## src/rtl/alu_share_arbiter.sv

```systemverilog
// -----------------------------------------------------------------------------
// alu_share_arbiter
//
// Purpose:
//   Time-shares one 64-bit ALU_wrapper among NREQ requesters. A round-robin
//   arbiter picks one valid requester while idle. Its operands are registered
//   and drive the ALU for one full cycle. The ALU result is captured into a
//   response register, which is then offered on a valid/ready handshake.
//   Sequence: IDLE -> EXEC -> RESP -> IDLE.
//
// Parameters:
//   NREQ  number of requesters (2..8)
//   IDW   width of rsp_id / grant index; must be able to hold NREQ-1
//
// Ports:
//   clk, rst_n          clock, synchronous active-low reset
//   req_valid/ready     per-requester request handshake (ready is one-hot or 0)
//   req_ctrl/a/b        packed per-requester op (2b) and operands (64b each)
//   rsp_valid/ready     response handshake
//   rsp_id              index of the requester that owns the response
//   rsp_result, rsp_cc  ALU result and {ZF,SF,OF}
//   alu_control/a/b     registered operands driven to the ALU_wrapper
//   alu_out, alu_of     result and overflow returned by the ALU_wrapper
//
// Configuration:
//   ALU_ARB_CC_EN  defined   -> {ZF,SF,OF} captured with the result and held
//                               until the next capture.
//                  undefined -> no flag logic; rsp_cc is constant 3'b000.
// -----------------------------------------------------------------------------
module alu_share_arbiter #(
  parameter int NREQ = 2,
  parameter int IDW  = 1
) (
  input  logic              clk,
  input  logic              rst_n,
  input  logic [NREQ-1:0]   req_valid,
  output logic [NREQ-1:0]   req_ready,
  input  logic [2*NREQ-1:0] req_ctrl,
  input  logic [64*NREQ-1:0] req_a,
  input  logic [64*NREQ-1:0] req_b,
  output logic              rsp_valid,
  input  logic              rsp_ready,
  output logic [IDW-1:0]    rsp_id,
  output logic [63:0]       rsp_result,
  output logic [2:0]        rsp_cc,
  output logic [1:0]        alu_control,
  output logic [63:0]       alu_a,
  output logic [63:0]       alu_b,
  input  logic [63:0]       alu_out,
  input  logic              alu_of
);

  typedef enum logic [1:0] {
    S_IDLE = 2'd0,
    S_EXEC = 2'd1,
    S_RESP = 2'd2
  } state_t;

  state_t          state_q, state_d;
  logic [IDW-1:0]  last_grant_q, last_grant_d;
  logic [IDW-1:0]  id_q, id_d;
  logic [1:0]      ctrl_q, ctrl_d;
  logic [63:0]     a_q, a_d;
  logic [63:0]     b_q, b_d;
  logic [63:0]     result_q, result_d;

  // Unpacked views of the per-requester request buses.
  logic [1:0]  ctrl_arr [NREQ];
  logic [63:0] a_arr    [NREQ];
  logic [63:0] b_arr    [NREQ];

  for (genvar gi = 0; gi < NREQ; gi++) begin : g_unpack
    assign ctrl_arr[gi] = req_ctrl[2*gi +: 2];
    assign a_arr[gi]    = req_a[64*gi +: 64];
    assign b_arr[gi]    = req_b[64*gi +: 64];
  end

  // ---------------------------------------------------------------------------
  // Round-robin pick: first valid requester starting just after the last
  // grant, wrapping at NREQ. The offset walk keeps the priority rotation
  // explicit and avoids a modulo on a non-power-of-two NREQ.
  // ---------------------------------------------------------------------------
  logic           grant_found;
  logic [IDW-1:0] grant_idx;
  int             scan_idx;

  always_comb begin
    grant_found = 1'b0;
    grant_idx   = '0;
    scan_idx    = 0;
    for (int k = 1; k <= NREQ; k++) begin
      scan_idx = int'(last_grant_q) + k;
      if (scan_idx >= NREQ) begin
        scan_idx = scan_idx - NREQ;
      end
      if (!grant_found && req_valid[scan_idx]) begin
        grant_found = 1'b1;
        grant_idx   = IDW'(scan_idx);
      end
    end
  end

  // Request accept happens only while idle; rst_n gating keeps a requester
  // from seeing a handshake that the reset edge is about to discard.
  logic accept;
  assign accept = (state_q == S_IDLE) && grant_found && rst_n;

`ifdef ALU_ARB_CC_EN
  logic [2:0] cc_q, cc_d;
  logic       cap_of;
  // Logical ops never overflow, whatever the ALU reports on its OF pin.
  assign cap_of = (ctrl_q[1] == 1'b0) ? alu_of : 1'b0;
`else
  logic unused_alu_of;
  assign unused_alu_of = alu_of;
`endif

  // ---------------------------------------------------------------------------
  // State register
  // ---------------------------------------------------------------------------
  always_ff @(posedge clk) begin
    if (!rst_n) begin
      state_q      <= S_IDLE;
      last_grant_q <= IDW'(NREQ - 1);
      id_q         <= '0;
      ctrl_q       <= '0;
      a_q          <= '0;
      b_q          <= '0;
      result_q     <= '0;
`ifdef ALU_ARB_CC_EN
      cc_q         <= '0;
`endif
    end else begin
      state_q      <= state_d;
      last_grant_q <= last_grant_d;
      id_q         <= id_d;
      ctrl_q       <= ctrl_d;
      a_q          <= a_d;
      b_q          <= b_d;
      result_q     <= result_d;
`ifdef ALU_ARB_CC_EN
      cc_q         <= cc_d;
`endif
    end
  end

  // ---------------------------------------------------------------------------
  // Next-state and datapath register updates. Operand registers only change
  // on an accept, so the ALU inputs do not toggle in IDLE or RESP.
  // ---------------------------------------------------------------------------
  always_comb begin
    state_d      = state_q;
    last_grant_d = last_grant_q;
    id_d         = id_q;
    ctrl_d       = ctrl_q;
    a_d          = a_q;
    b_d          = b_q;
    result_d     = result_q;
`ifdef ALU_ARB_CC_EN
    cc_d         = cc_q;
`endif
    case (state_q)
      S_IDLE: begin
        if (accept) begin
          ctrl_d       = ctrl_arr[grant_idx];
          a_d          = a_arr[grant_idx];
          b_d          = b_arr[grant_idx];
          id_d         = grant_idx;
          last_grant_d = grant_idx;
          state_d      = S_EXEC;
        end
      end
      S_EXEC: begin
        result_d = alu_out;
`ifdef ALU_ARB_CC_EN
        cc_d     = {(alu_out == 64'd0), alu_out[63], cap_of};
`endif
        state_d  = S_RESP;
      end
      S_RESP: begin
        if (rsp_ready) begin
          state_d = S_IDLE;
        end
      end
      default: begin
        state_d = S_IDLE;
      end
    endcase
  end

  // ---------------------------------------------------------------------------
  // Outputs
  // ---------------------------------------------------------------------------
  for (genvar gi = 0; gi < NREQ; gi++) begin : g_ready
    assign req_ready[gi] = accept && (grant_idx == IDW'(gi));
  end

  always_comb begin
    rsp_valid   = (state_q == S_RESP);
    rsp_id      = id_q;
    rsp_result  = result_q;
    alu_control = ctrl_q;
    alu_a       = a_q;
    alu_b       = b_q;
`ifdef ALU_ARB_CC_EN
    rsp_cc      = cc_q;
`else
    rsp_cc      = 3'b000;
`endif
  end

endmodule
```

## config.mk

```make
export PLATFORM = sky130hd
export DESIGN_NAME = alu_share_arbiter
export DESIGN_NICKNAME = d
export VERILOG_FILES = /design/src/rtl/alu_share_arbiter.sv
export SDC_FILE = /design/constraint.sdc
export NUM_CORES = 1
export LEC_CHECK = 0
export CAP_MARGIN = 20
export CORE_AREA = 2 2 206 208
export CTS_CLUSTER_DIAMETER = 40
export DETAILED_ROUTE_END_ITERATION = 8
export DIE_AREA = 0 0 208 210
export GPL_TIMING_DRIVEN = 0
export SETUP_SLACK_MARGIN = 0.05
export SYNTH_ARGS = -nofsm -noshare
export SYNTH_HDL_FRONTEND = slang
export SYNTH_SLANG_ARGS = --single-unit
```

## constraint.sdc

```tcl
create_clock -name clk -period 1.8 [get_ports clk]
set_input_delay 0.18 -clock clk [delete_from_list [all_inputs] [get_ports clk]]
set_output_delay 0.18 -clock clk [all_outputs]
set_load 0.03 [all_outputs]
```

* Word level (Yosys, flattened, before mapping)
Index checks and enable logic that the tools add are counted.
** Operators by class
- Add/sub/neg operators :: 4
- $lt $le $gt $ge :: 5
- Eq/ne operators :: 4
- Multiplexer cells :: 24
- Bitwise operators :: 2
- Reduce and logical (&&, ||, !) cells :: 9
** Operators with widths (count)
- 64-bit two-way mux :: 6
- 32-bit by 3-bit < comparator with 1-bit output (second input constant) :: 2
- 32-bit two-way mux :: 2
- 1-bit two-way mux :: 10
- 2-bit two-way mux :: 5
- 2-bit one-hot mux with 3 select lines :: 1
- 1-bit logical AND :: 5
- 2-bit >= comparator (second input constant) :: 2
- 2-bit AND reduction :: 2
- 3-bit by 2-bit subtractor with 4-bit output (second input constant) :: 1
- 1-bit by 2-bit adder with 3-bit output (second input constant) :: 1
- 3-bit by 2-bit >= comparator with 1-bit output (second input constant) :: 1
- 2-bit by 2-bit subtractor with 3-bit output (second input constant) :: 1
- 1-bit by 1-bit adder with 2-bit output (second input constant) :: 1
- 2-bit by 1-bit equality test with 1-bit output (second input constant) :: 1
- 2-bit equality test (second input constant) :: 1
- 2-bit zero test :: 1
- 2-bit by 1-bit != test with 1-bit output (second input constant) :: 1
- 2-bit != test (second input constant) :: 1
- 1-bit NOT with 2-bit output :: 1
- 1-bit zero test :: 1
- 1-bit NOT :: 1
** Storage, ports and cells
- Bits in registers :: 198
- Word-level logic and storage cells :: 55

* Logic depth before layout (Yosys ltp)
- Depth in word-level cells :: 14
- Gate-level depth with buffers :: 7

* Worst setup path before layout
Ideal clock, no wire load.
- Path kind :: register to output
- Start :: register state_q[1]
- End :: output req_ready[1]
- Data arrival time :: 1.256 ns
- Required time :: 1.620 ns
- Path slack :: 0.364 ns
- Cell stages (with the launch flop) :: 5
- Path buffers :: 1
- Path through :: dfxtp_1 > nor3b_4 > clkbuf_1 > nand3_1 > inv_1
** Between the ends
- Cells in the longest elaborated chain, start to end :: 4
** Ends and longest elaborated chain
- start, declared :: RTL line 59 : state_t state_q, state_d;
- start signal, assigned :: RTL line 134 : state_q <= state_d;
- 2-bit zero test :: RTL line 106 : assign accept = (state_q == S_IDLE) && grant_found && rst_n;
- 1-bit logical AND (2 in series) :: RTL line 106
- 1-bit logical AND :: RTL line 195 : assign req_ready[gi] = accept && (grant_idx == IDW'(gi));
- end, declared :: RTL line 37 : output logic [NREQ-1:0] req_ready,
No other way between the ends.

* Worst setup path in the final report
- Start :: register b_q[23], in the netlist alu_b[23]
- End :: output alu_b[23]
** RTL lines
- start, declared :: RTL line 64 : logic [63:0] b_q, b_d;
- start signal, assigned :: RTL line 128 : b_q <= '0;
- start signal, assigned :: RTL line 139 : b_q <= b_d;
- end, declared :: RTL line 48 : output logic [63:0] alu_b,
No word-level cell between the ends.

==> summary.md <==
| Metric | Value |
|---|---|
| Grt ovf | `0` |
| WL per Instance | `19.2 um` |
| Crit-path max cell delay | `~700 ps` |
| Final Hold Violating Endpoints | `0` |
| Die Wd | `208 um` |
| Residual DRC | `0` |
| Area after DPL | `14100 um^2` |
| Fin cells | `between 2000 and 2500` |
| H-tree depth | `4` |
| Rel. slew slack | `58.9%` |
| CORE AREA | `41500 um^2` |
| Crit path cell chain | `clkdlybuf4s50_1` |
| Worst Setup Start Kind | `flop` |
| Status | `finished clean` |
| CTS max path bufs | `2` |
| Synth Register Bits | `198` |
| Top delay family on crit path | `buffers and inverters` |
| Clock sinks | `198` |
| Via count | `just under 10000` |
| Port buffer count | `526` |
| RSZ-0062 raised after global routing | `yes` |
| CP endpoint kind | `primary output` |
| CTS tree | `built` |
| Largest net degree at the start of global routing | `20` |
| Worst path required time | `1620 ps` |
| Die footprint | `43700 um^2` |
| Final period utilization | `a little over nine tenths` |
| DR pass1 iterations | `5` |
| Total track usage | `18.0%` |
| Final WL | `41400 um` |
| Synthesized cell area | `8150 um^2` |
| Seq/Total Area, Yosys | `48.7%` |
| Avg Cell Area, Syn | `7.82 um^2` |
| Share of layout cells above drive strength 1 | `under 10%` |
| Io pins | `531` |
| GPL Wtd Cong | `0.896` |
| Root buffer cell | `clkbuf_16` |
| Vias/cell | `4.61` |
| CTS Hold Buffers Added | `0` |
| Skew final | `between 10 and 15 ps` |
| Worst Path Arrival | `1530 ps` |
| Min Tclk post-route | `1710 ps` |
| Worst-skew pair later-pin latency | `460 ps` |
| Reg clk slew, reported paths | `80 ps` |
| Pwr dens | `858 nW/um^2` |
| Layout Area Growth over Synthesis | `84.2%` |
| Leak | `roughly 5.7 nW` |
| Pins Over Slew Limit | `0` |
| Initial antenna violation count | `3` |
| Fmax | `585 MHz` |
| Placement Setup Slack | `-1090 ps` |
| Vias in the first global route | `9761` |
| Inst Count DP | `between 2000 and 2500` |
| Initial DRC count | `640` |
| Worst Tran Pin Value | `approximately 620 ps` |
| Slowest CP cell | `clkdlybuf4s50_1` |
| Count of cell types in the netlist | `21` |
| Buf/Inv on CP | `1` |
| Max IR drop VDD | `between 0.0004 and 0.0005 V` |
| Worst R2R Setup Slack | `130 ps` |
| Nets | `just under 2000` |
| Hold depth | `3` |
| Class of the worst hold path | `in -> reg` |
| Wire length of the first global-routing pass | `60300 um` |
| Detail Route Antenna Nets | `0` |
| DP Wirelength | `32000 um` |
| Initial core utilization | `19.6%` |
| Filler Cell Count | `4311` |
| Max Cap Viol | `0` |
| Die height | `around 210 um` |
| Post-synthesis cell count | `1041` |
| Post-route setup slack | `90.4 ps` |
| Type of the worst setup path | `reg -> out` |
| Stages on the worst setup path | `1` |
| R2R depth | `6` |
| Synth warn | `0` |
| Num CTS Buffers | `17` |
| Commonest non-fill, non-tap cell in the layout | `clkdlybuf4s50_1` |
| Final Cell Area | `about 15000 um^2` |
| Most frequent cells in the layout | `clkdlybuf4s50_1, nand2_1, a21oi_1, dfxtp_1, a311oi_1` |
| CP max FO | `2` |
| Cell row count | `75` |
| Finish-stage setup viols | `0` |
-- layout make-up --
cell class	count	area (um^2)	area share, %
flip-flops and latches	198	3970	26.5
clock inverters	13	133	0.884
clock buffers	19	453	3.02
plain buffers	108	642	4.28
multi-input cells	733	3720	24.8
well taps	539	674	4.49
diodes	1	2.50	0.0167
repair buffers	539	5400	36.0
inverters	3	11.3	0.0750
-- Yosys cell counts --
| cell type | instances | area share [%] |
|---|---|---|
| a21bo_2 | 1 | 0.12 |
| a21boi_2 | 1 | 0.14 |
| a21oi_1 | 196 | 12 |
| a311oi_1 | 130 | 14 |
| buf_1 | 10 | 0.46 |
| buf_2 | 44 | 2.7 |
| buf_4 | 4 | 0.37 |
| clkbuf_1 | 51 | 2.4 |
| conb_1 | 1 | 0.046 |
| dfxtp_1 | 198 | 49 |
| inv_1 | 1 | 0.046 |
| inv_2 | 2 | 0.092 |
| nand2_1 | 389 | 18 |
| nand2b_1 | 2 | 0.15 |
| nand3_1 | 2 | 0.12 |
| nor2_1 | 2 | 0.092 |
| nor2b_1 | 2 | 0.15 |
| nor3b_4 | 1 | 0.23 |
| o21ai_0 | 2 | 0.12 |
| or2_0 | 1 | 0.077 |
| or3b_2 | 1 | 0.11 |
-- where the power goes --
group	total [mW]	internal (mW)	leakage [nW]	switching, mW
registers	5.00	4.77	1.63	0.229
clock network	3.95	1.92	0.291	2.03
logic	3.93	1.81	3.79	2.13
total	12.9	8.50	5.71	4.38
-- metrics by stage --
step / setup TNS (ps) / power, mW / hold slack [ps] / util [%]
2_1_floorplan: 0 / 6.92 / 252 / -
3_3_place_gp: -82440 / 8.90 / 441 / 34.0
3_5_place_dp: -88730 / 8.93 / 446 / 34.0
4_1_cts: -117 / 12.9 / 231 / 35.7
5_1_grt: -1.06 / 13.4 / 255 / 36.2
6_report: 0 / 12.9 / 264 / 36.2
-- registers in the layout, indices dropped and copies added, names as in the netlist --
name and flops:
alu_a 64, alu_b 64, rsp_result 64, alu_control 2, state_q 2, last_grant_q 1, rsp_id 1
-- routing by layer --
layer  track usage (%)  wire [um]  part of all wire [%]
met2              30.6      20400                    49
met4              6.55       1060                   2.6
met3              4.25       2710                   6.5
met1              22.3      17300                    42
met5                 0          0                     0
-- timing repair --
| item | in CTS | in global routing |
|---|---|---|
| pin swaps | 2 | 20 |
| setup buffers | 3 | 9 |
| setup endpoints to repair | 134 | 144 |
| cloned | 0 | 1 |
| resized for setup | 74 | 60 |
-- worst paths after layout --
kind / start / to
max: alu_b[23] / alu_b[23]
min: alu_out[63] / rsp_result[63]
max reg2reg: state_q[1] / alu_a[61]
min reg2reg: rsp_result[59] / rsp_result[59]
-- logic make-up (layout without fill, tap and decap cells) --
kind of cell | count (synthesis) | after routing | synth area share (%)
AO/OA/AOI/OAI | 330 | 330 | 26.4
flip-flops | 198 | 198 | 48.7
buffers and inverters | 112 | 682 | 6.02
AND/OR/NAND/NOR | 400 | 400 | 18.9
other | 1 | 4 | 0.0460
No activity file was read; power rests on OpenSTA's default activity.
